--- config.mk ---
export PLATFORM = sky130hd
export DESIGN_NAME = pingpong_blockbuffer_flat
export DESIGN_NICKNAME = d
export VERILOG_FILES = /design/src/rtl/jpeg_enc_pkg.sv /design/src/rtl/pingpong_blockbuffer_if.sv /design/src/rtl/blockbuffer_bank.sv /design/src/rtl/pingpong_blockbuffer.sv /design/src/flat_wrapper.sv
export SDC_FILE = /design/constraint.sdc
export NUM_CORES = 2
export LEC_CHECK = 0
export CORE_ASPECT_RATIO = 0.9
export CORE_MARGIN = 2
export CORE_UTILIZATION = 51
export DETAILED_ROUTE_END_ITERATION = 6
export PLACE_DENSITY = 0.73
export SETUP_SLACK_MARGIN = 0.1
export SLEW_MARGIN = 15
export SYNTH_ARGS = -nofsm -noshare
export SYNTH_HDL_FRONTEND = slang
export SYNTH_HIERARCHICAL = 1
export SYNTH_SLANG_ARGS = --single-unit
--- constraint.sdc ---
create_clock -name clock -period 4 [get_ports clock]
set_clock_uncertainty 0.15 [all_clocks]
set_input_delay 0.6 -clock clock [delete_from_list [all_inputs] [get_ports clock]]
set_output_delay 0.6 -clock clock [all_outputs]
set_load 0.005 [all_outputs]
--- src/rtl/jpeg_enc_pkg.sv ---
// Shared JPEG encoder definitions: block size, zigzag-to-raster table and bank states.
package jpeg_enc_pkg;

  localparam int unsigned BLOCK_PIXELS = 64;

  // ZIGZAG[k] is the raster position (row*8 + col) of the k-th coefficient in zigzag order.
  localparam logic [5:0] ZIGZAG [BLOCK_PIXELS] = '{
     0,  1,  8, 16,  9,  2,  3, 10, 17, 24, 32, 25, 18, 11,  4,  5,
    12, 19, 26, 33, 40, 48, 41, 34, 27, 20, 13,  6,  7, 14, 21, 28,
    35, 42, 49, 56, 57, 50, 43, 36, 29, 22, 15, 23, 30, 37, 44, 51,
    58, 59, 52, 45, 38, 31, 39, 46, 53, 60, 61, 54, 47, 55, 62, 63
  };

  typedef enum logic [1:0] {
    BankEmpty,
    BankFilling,
    BankFull
  } bank_state_e;

  // Derive a bank's state from its full flag and whether it is the current write target.
  function automatic bank_state_e bank_state(input logic full, input logic is_target);
    if (full) begin
      return BankFull;
    end else if (is_target) begin
      return BankFilling;
    end
    return BankEmpty;
  endfunction

endpackage

--- src/rtl/pingpong_blockbuffer_if.sv ---
// Pixel-in / block-out handshake bundle for the ping-pong block buffer.
interface pingpong_blockbuffer_if #(
  parameter int unsigned DATA_WIDTH = 8,
  parameter int unsigned DEPTH      = 64
);
  localparam int unsigned IdxW = $clog2(DEPTH);

  logic                        in_valid;
  logic                        in_ready;
  logic [DATA_WIDTH-1:0]       in_data;
  logic                        flush;
  logic                        out_valid;
  logic                        out_ready;
  logic [DATA_WIDTH*DEPTH-1:0] out_block;
  logic [1:0]                  blocks_avail;
  logic [IdxW-1:0]             wr_index;

  // Producer/consumer side.
  modport master (
    output in_valid, in_data, flush, out_ready,
    input  in_ready, out_valid, out_block, blocks_avail, wr_index
  );

  // Buffer side.
  modport slave (
    input  in_valid, in_data, flush, out_ready,
    output in_ready, out_valid, out_block, blocks_avail, wr_index
  );
endinterface

--- src/rtl/blockbuffer_bank.sv ---
// One block of pixel storage: synchronous write port, whole block visible as a packed word
// with element 0 in the MSBs.
module blockbuffer_bank #(
  parameter int unsigned DATA_WIDTH = 8,
  parameter int unsigned DEPTH      = 64,
  localparam int unsigned AddrW     = $clog2(DEPTH)
) (
  input  logic                        clock,
  input  logic                        reset,
  input  logic                        we_i,
  input  logic [AddrW-1:0]            waddr_i,
  input  logic [DATA_WIDTH-1:0]       wdata_i,
  output logic [DATA_WIDTH*DEPTH-1:0] block_o
);

  logic [DATA_WIDTH-1:0] mem_q [DEPTH];
  logic [DATA_WIDTH-1:0] mem_d [DEPTH];

  // Next storage contents: one pixel replaced on a write.
  always_comb begin
    mem_d = mem_q;
    if (we_i) begin
      mem_d[waddr_i] = wdata_i;
    end
  end

  // Storage register; reset clears every pixel so the output reads zero.
  always_ff @(posedge clock) begin
    if (reset) begin
      mem_q <= '{default: '0};
    end else begin
      mem_q <= mem_d;
    end
  end

  // Pack element 0 into the most significant slot.
  always_comb begin
    block_o = '0;
    for (int i = 0; i < int'(DEPTH); i++) begin
      block_o[(int'(DEPTH) - 1 - i) * int'(DATA_WIDTH) +: DATA_WIDTH] = mem_q[i];
    end
  end

endmodule

--- src/rtl/pingpong_blockbuffer.sv ---
// Two-bank ping-pong block buffer: pixels stream into one bank while the other is offered as
// a complete packed block. Define PINGPONG_ZIGZAG_WRITE_EN to scatter a zigzag-ordered input
// stream into raster order (requires DEPTH == 64).
module pingpong_blockbuffer
  import jpeg_enc_pkg::*;
#(
  parameter int unsigned DATA_WIDTH = 8,
  parameter int unsigned DEPTH      = 64
) (
  input  logic                   clock,
  input  logic                   reset,
  pingpong_blockbuffer_if.slave  bus
);

  localparam int unsigned IdxW = $clog2(DEPTH);
  localparam int unsigned BlkW = DATA_WIDTH * DEPTH;

  logic            wbank_q, wbank_d;
  logic            rbank_q, rbank_d;
  logic [1:0]      full_q, full_d;
  logic [IdxW-1:0] wr_idx_q, wr_idx_d;
  logic [IdxW-1:0] wr_addr;
  logic            wr_en, rd_en, last_px;
  bank_state_e     wr_state;
  logic [BlkW-1:0] bank_block [2];

`ifdef PINGPONG_ZIGZAG_WRITE_EN
  if (DEPTH != BLOCK_PIXELS) begin : g_depth_check
    $error("pingpong_blockbuffer: zigzag write order needs DEPTH == 64");
  end

  // Zigzag stream position -> raster slot.
  always_comb begin
    wr_addr = IdxW'(ZIGZAG[wr_idx_q]);
  end
`else
  // Raster order: slot equals stream position.
  always_comb begin
    wr_addr = wr_idx_q;
  end
`endif

  // Handshakes; a write is refused while the write target still holds an unread block.
  always_comb begin
    wr_state     = bank_state(full_q[wbank_q], 1'b1);
    bus.in_ready = (wr_state != BankFull) && !bus.flush && !reset;
    wr_en        = bus.in_valid && bus.in_ready;
    rd_en        = full_q[rbank_q] && bus.out_ready;
    last_px      = (wr_idx_q == IdxW'(DEPTH - 1));
  end

  // Pointer and flag updates; a last-pixel write and a read never touch the same bank.
  always_comb begin
    wbank_d  = wbank_q;
    rbank_d  = rbank_q;
    full_d   = full_q;
    wr_idx_d = wr_idx_q;
    if (bus.flush) begin
      wr_idx_d = '0;
    end else if (wr_en) begin
      if (last_px) begin
        full_d[wbank_q] = 1'b1;
        wbank_d         = ~wbank_q;
        wr_idx_d        = '0;
      end else begin
        wr_idx_d = wr_idx_q + 1'b1;
      end
    end
    if (rd_en) begin
      full_d[rbank_q] = 1'b0;
      rbank_d         = ~rbank_q;
    end
  end

  // Control registers; reset overrides flush, writes and reads.
  always_ff @(posedge clock) begin
    if (reset) begin
      wbank_q  <= 1'b0;
      rbank_q  <= 1'b0;
      full_q   <= '0;
      wr_idx_q <= '0;
    end else begin
      wbank_q  <= wbank_d;
      rbank_q  <= rbank_d;
      full_q   <= full_d;
      wr_idx_q <= wr_idx_d;
    end
  end

  for (genvar b = 0; b < 2; b++) begin : g_bank
    blockbuffer_bank #(
      .DATA_WIDTH (DATA_WIDTH),
      .DEPTH      (DEPTH)
    ) u_bank (
      .clock   (clock),
      .reset   (reset),
      .we_i    (wr_en && (wbank_q == 1'(b))),
      .waddr_i (wr_addr),
      .wdata_i (bus.in_data),
      .block_o (bank_block[b])
    );
  end

  // Read side always shows the bank rbank points at.
  always_comb begin
    bus.out_valid    = full_q[rbank_q];
    bus.out_block    = bank_block[rbank_q];
    bus.blocks_avail = 2'(full_q[0]) + 2'(full_q[1]);
    bus.wr_index     = wr_idx_q;
  end

endmodule
--- src/flat_wrapper.sv ---
// flat-port wrapper written by rule: the top's interface ports become plain ports
module pingpong_blockbuffer_flat import jpeg_enc_pkg::*;
#(
  parameter int unsigned DATA_WIDTH = 8,
  parameter int unsigned DEPTH      = 64
)
  (clock, reset, bus_in_valid, bus_in_data, bus_flush, bus_out_ready, bus_in_ready, bus_out_valid, bus_out_block, bus_blocks_avail, bus_wr_index);
  pingpong_blockbuffer_if #(.DATA_WIDTH(DATA_WIDTH), .DEPTH(DEPTH)) bus_i ();
  input  logic clock;
  input  logic reset;
  input wire logic [$bits(bus_i.in_valid)-1:0] bus_in_valid;
  input wire logic [$bits(bus_i.in_data)-1:0] bus_in_data;
  input wire logic [$bits(bus_i.flush)-1:0] bus_flush;
  input wire logic [$bits(bus_i.out_ready)-1:0] bus_out_ready;
  output wire logic [$bits(bus_i.in_ready)-1:0] bus_in_ready;
  output wire logic [$bits(bus_i.out_valid)-1:0] bus_out_valid;
  output wire logic [$bits(bus_i.out_block)-1:0] bus_out_block;
  output wire logic [$bits(bus_i.blocks_avail)-1:0] bus_blocks_avail;
  output wire logic [$bits(bus_i.wr_index)-1:0] bus_wr_index;
  assign bus_i.in_valid = bus_in_valid;
  assign bus_i.in_data = bus_in_data;
  assign bus_i.flush = bus_flush;
  assign bus_i.out_ready = bus_out_ready;
  assign bus_in_ready = bus_i.in_ready;
  assign bus_out_valid = bus_i.out_valid;
  assign bus_out_block = bus_i.out_block;
  assign bus_blocks_avail = bus_i.blocks_avail;
  assign bus_wr_index = bus_i.wr_index;
  pingpong_blockbuffer #(.DATA_WIDTH(DATA_WIDTH), .DEPTH(DEPTH)) u_core (.clock(clock), .reset(reset), .bus(bus_i));
endmodule
=== Yosys cells after proc, flatten, opt, wreduce, memory -nomap -nowiden ===
Index checks and enable logic that the tools add are counted.

* Input port bits: 13
* Word-level logic and storage cells: 185
* Flip-flop bits (word level): 1034
* Output and inout port bits: 522

* Reduce and logical (&&, ||, !) cells: 13
* Multiplexer cells: 21
* Order comparisons: 7
* $add $sub $neg: 2
* Equality and inequality tests: 2
* Bitwise logic cells: 8

{| class="wikitable"
|+ Operators with widths
! kind !! number
|-
| 2-to-1 mux 512 bit || 3
|-
| bitwise mux 512 bit || 2
|-
| demux 8 bit (select 6 bit) || 1
|-
| 2-to-1 mux 2 bit || 5
|-
| logical AND 1 bit || 9
|-
| 2-to-1 mux 8 bit || 1
|-
| >= comparator 7 bit, second input constant || 1
|-
| < comparator 7 x 1 -> 1 bit, second input constant || 1
|-
| NOT 6 -> 7 bit || 1
|-
| adder 6 x 1 -> 6 bit, second input constant || 1
|-
| equality test 6 bit, second input constant || 1
|-
| 2-to-1 mux 1 bit || 6
|-
| 2-to-1 mux 6 bit || 1
|-
| < comparator 1 x 2 -> 1 bit, second input constant || 2
|-
| NOT 1 bit || 3
|-
| AND reduction 3 bit || 1
|-
| adder 1 x 1 -> 2 bit || 1
|-
| AND 2 bit || 1
|-
| demux 1 bit (select 1 bit) || 2
|-
| >= comparator 1 bit, second input constant || 2
|-
| >= comparator 2 bit, second input constant || 1
|-
| logical NOT 1 bit || 2
|-
| != test 2 bit, second input constant || 1
|-
| NOT 1 -> 2 bit || 1
|-
| other kinds (3) || 3
|}

=== Logic depth before layout (Yosys ltp) ===
* Depth after elaboration: 11
* Depth in mapped cells: 8
* Gate-level depth less buffers: 6

=== Hierarchy ===
Netlist, hierarchy kept.

{| class="wikitable"
|+ Modules (own cells, without submodules)
! module !! sequential area each (µm²) !! cells an instance !! times used !! area an instance (µm²)
|-
| blockbuffer_bank || 10249.8 || 1768 || 2 || 19685.1
|-
| pingpong_blockbuffer || 200.2 || 626 || 1 || 6612.6
|}

=== Worst setup path before layout ===
No wires, ideal clock.

* Kind: input-to-reg
* Start: in bus_flush
* End: reg u_core.g_bank[1].u_bank.mem_q, in the netlist u_core/g_bank[1].u_bank/block_o[125]
* Path slack: 1358 ps
* Data required time: 3718 ps
* Arrival: 2360 ps
* Library setup time: 132 ps
* Path buffers: 0
* Stages: 6
* Path through: nor2_2 nand3_2 nor2_1 nor4b_4 nand2_4 mux2i_1

* Longest elaborated chain between the ends: 5

{| class="wikitable"
|+ RTL lines
! item !! line !! source
|-
| start, declared || flat_wrapper.sv:13 || <nowiki>input wire logic [$bits(bus_i.flush)-1:0] bus_flush;</nowiki>
|-
| logical NOT 1 bit || pingpong_blockbuffer.sv:46 || <nowiki>bus.in_ready = (wr_state != BankFull) && !bus.flush && !reset;</nowiki>
|-
| logical AND 1 bit (2 in a row) || pingpong_blockbuffer.sv:46 ||
|-
| logical AND 1 bit || pingpong_blockbuffer.sv:47 || <nowiki>wr_en = bus.in_valid && bus.in_ready;</nowiki>
|-
| logical AND 1 bit || pingpong_blockbuffer.sv:97 || <nowiki>.we_i (wr_en && (wbank_q == 1'(b))),</nowiki>
|-
| end signal, assigned || blockbuffer_bank.sv:32 || <nowiki>mem_q <= mem_d;</nowiki>
|-
| end, declared || blockbuffer_bank.sv:16 || <nowiki>logic [DATA_WIDTH-1:0] mem_q [DEPTH];</nowiki>
|}

Every way passes these cells.
A chain may end at the register's enable or synchronous reset.

=== Final worst setup path ===
* Start: reg u_core.rbank_q
* End: out bus_out_block[439]

* Longest elaborated chain between the ends: 4

{| class="wikitable"
|+ RTL lines
! item !! line !! source
|-
| start, declared || pingpong_blockbuffer.sv:19 || <nowiki>logic rbank_q, rbank_d;</nowiki>
|-
| start signal, assigned || pingpong_blockbuffer.sv:84 || <nowiki>rbank_q <= rbank_d;</nowiki>
|-
| NOT 1 -> 2 bit (implied by the code) || pingpong_blockbuffer.sv:107 || <nowiki>bus.out_block = bank_block[rbank_q];</nowiki>
|-
| 2-to-1 mux 512 bit (implied by the code) (3 in a row) || pingpong_blockbuffer.sv:107 ||
|-
| end, declared || flat_wrapper.sv:17 || <nowiki>output wire logic [$bits(bus_i.out_block)-1:0] bus_out_block;</nowiki>
|}

Every way passes these cells. The select of a mux whose other input is x is not followed.

==> impl_metrics.py <==
metrics = {
    "run_status": {
        "outcome": "completed",
    },
    "yosys": {
        "syn_avg_cell_area_um2": 11.0,
        "synth_seq_cells": 1034,
        "ys_warn_count": 6,
        "synth_top_area_share_pct": 45.0,
        "synth_commonest_cells": "nand2b_1, dfxtp_1, mux2i_1",
        "synth_top_cell_by_area": "dfxtp_1",
        "ys_async_sr_fraction_pct": 0,
        "yosysMostFrequentCell": "nand2b_1",
        "synth_edf_count": 0,
        "synth_area_mm2": 0.0460,
        "yosys-top-cells-area": "dfxtp_1, mux2i_1, nand2b_1",
        "syn_inst": 4162,
        "ys_seq_area_share_pct": 45.0,
        "dominantRegCellSynth": "dfxtp_1",
        "synth_cell_types": 44,
        "synthesis.nets": 4177,
    },
    "worst_setup_path": {
        "cp_data_arrival_time_ns": 2.90,
        "cp_max_fo": 44,
        "crit_path_start_kind": "flip-flop",
        "critPathRequiredTime_ns": 3.25,
        "critPathKind": "reg2out",
        "endpoint_kind": "output port",
    },
    "drt": {
        "ant_nets": 0,
        "wl_per_cell_um": 24.9,
        "drt-total-wl_um": 144000,
        "drtIter0Drc": 2294,
        "drc": 0,
        "num_vias": 31800,
        "via_per_inst": 5.48,
        "firstDrtPassIters": 7,
    },
    "layout": {
        "fillers": 7284,
        "multi_input_area_mm2": 0.0240,
        "drive_gt1_share_pct": 17.3,
        "stdcell_area_mm2": 0.0560,
        "nNetsFinal": 4565,
        "area_growth_pct": 21.7,
        "ff_latch_area_mm2": 0.0207,
    },
    "job": {
        "maxCapViolCount": 0,
    },
    "global_routing": {
        "grt_pass1_wl_um": 211000,
        "grt_antenna_before_repair": 1,
        "met3_usage_pct": 6.14,
        "grt_use_met1_pct": 42.4,
        "gr-total-overflow": 0,
        "grt_pass1_vias": 32200,
        "globalRouteMet2Util_pct": 47.0,
        "busiest_layer": "met2",
        "grt_usage_pct": 30.2,
        "grt_max_degree": 222,
    },
    "place": {
        "io_buffers": 534,
        "dpl.hpwl_um": 87400,
        "place_congestion": 0.795,
        "placed_area_mm2": 0.0525,
    },
    "power": {
        "combPwrFrac_pct": 3.6,
        "power_frac_clock_pct": 47.8,
        "intPower_mw": 16.4,
        "p_sw_mw": 4.77,
        "power_frac_seq_pct": 48.6,
        "p_leak_nw": 27.1,
        "switching_share_pct": 22.5,
        "ir_drop_mv": 0.327,
        "cellPowerDensity_mw_per_mm2": 378,
    },
    "floorplan": {
        "num_rows": 104,
        "initial_core_util_pct": 51.4,
        "io_pins": 535,
        "dieWidth_um": 321,
        "die_h_um": 289,
        "fp.dieArea_mm2": 0.0926,
        "placeableCoreArea_mm2": 0.0894,
    },
    "hold_path": {
        "hold_path.class": "in2reg",
    },
    "cts": {
        "postCtsSetupBuffers": 0,
        "cts_resized": 0,
        "cts.clk_slew.worst_paths_ns": 0.06,
        "postCtsHoldBufs": 0,
        "cts_tree": "built",
        "cts_buffer_depth": 3,
        "cts_buffers": 106,
        "clock_latency_ns": 0.68,
        "cts_root_buf": "clkbuf_16",
        "cts.sinks": 1034,
        "htreeDepth": 3,
    },
    "timing": {
        "fin_crit_sh_pct": 91.2,
        "tns_ns": 0,
        "hold_viol": 0,
        "max_clock_freq_mhz": 274,
        "period_minus_slack_ns": 3.65,
        "worstMarginPinSlew_ns": 0.994,
        "rsz0062_at_grt": "no",
        "setup_violations": 0,
        "drv_slew": 0,
        "relSlewSlack_pct": 33.7,
    },
}
-- cells in the final DEF, fill, tap and decap left out, drive strengths merged, types with 8 or more instances in the layout --
| cell | Yosys | layout |
|---|---|---|
| nand2b | 1040 | 1040 |
| dfxtp | 1034 | 1034 |
| mux2i | 1026 | 1026 |
| clkdlybuf4s50 | 0 | 533 |
| mux2 | 513 | 513 |
| clkbuf | 232 | 151 |
| nand2 | 123 | 123 |
| buf | 98 | 77 |
| clkinv | 0 | 25 |
| nor2 | 11 | 11 |
| bufinv | 0 | 9 |
| nand3 | 9 | 9 |
| and4b | 9 | 9 |
| and3b | 8 | 8 |
-- path summary, 6_finish.rpt --
check / depth (start not counted) / end / slack, ns / startpoint
worst max-delay path: 3 / bus_out_block[439] / 0.35 / u_core/rbank_q
worst min-delay path: 2 / u_core/wbank_q / 0.27 / reset
worst max register to register: 7 / u_core/g_bank[1].u_bank/block_o[483] / 0.98 / u_core/wbank_q
worst min register to register: 2 / u_core/g_bank[1].u_bank/block_o[497] / 0.32 / u_core/g_bank[1].u_bank/block_o[497]
-- area by class of cell --
| type | instances | area share [%] |
|---|---|---|
| antenna | 1 | 0.00447 |
| clock buffer | 151 | 5.42 |
| clock inverter | 42 | 0.869 |
| inverter | 2 | 0.0134 |
| multi-input combinational | 2796 | 42.9 |
| sequential | 1034 | 37.0 |
| tap | 1166 | 2.61 |
| timing repair buffer | 610 | 11.2 |
-- flip-flops by register name, summed over array words and instances, names as in the netlist --
| name | count |
|---|---|
| u_core/bus.wr_index | 6 |
| u_core/g_bank.u_bank/block_o | 1024 |
| u_core/rbank_q | 1 |
| u_core/full_q | 2 |
| u_core/wbank_q | 1 |
-- routing by layer --
metal	wire, um	vias up	part of all wire, %
met5	11	-	0.0076
met1	67500	15900	47
met3	8300	213	5.8
met2	64500	814	45
met4	4080	2	2.8
li1	-	14800	-
-- worst max-delay path: stages (launching register included) --
cell	delay, ns
dfxtp_4	0.66
buf_4	0.59
mux2_2	0.44
clkdlybuf4s50_1	0.45
-- through the flow --
step / setup slack, ns / std cells / total power [mW] / hold WS, ns / utilization, %
global placement: 0.610 / 5608 / 11.3 / 0.306 / 58.7
global route: 0.284 / 5801 / 21.7 / 0.262 / 62.6
detailed placement: 0.612 / 5608 / 11.3 / 0.309 / 58.7
CTS: 0.299 / 5801 / 21.3 / 0.237 / 62.6
floorplan: 1.36 / 4162 / 10.9 / 0.295 / -
finish: 0.354 / 5802 / 21.2 / 0.268 / 62.6
-- kinds of logic after synthesis --
| kind of cell | after synthesis | share of synthesized area [%] |
|---|---|---|
| flip-flops | 1034 | 45.0 |
| XOR/XNOR | 4 | 0.0762 |
| multiplexers | 1539 | 34.9 |
| AO/OA/AOI/OAI | 10 | 0.141 |
| AND/OR/NAND/NOR | 1241 | 16.8 |
| adder cells (fa/ha/maj) | 2 | 0.0544 |
| buffers and inverters | 332 | 3.03 |
-- power groups by stage --
stage / registers [mW] / logic (mW) / clock network [mW]
5_1_grt: 10.3 / 0.773 / 10.6
6_report: 10.3 / 0.762 / 10.1
3_3_place_gp: 10.5 / 0.752 / 0
2_1_floorplan: 10.5 / 0.413 / 0
4_1_cts: 10.3 / 0.750 / 10.2
3_5_place_dp: 10.5 / 0.749 / 0
Power figures use the tool's default switching activity.
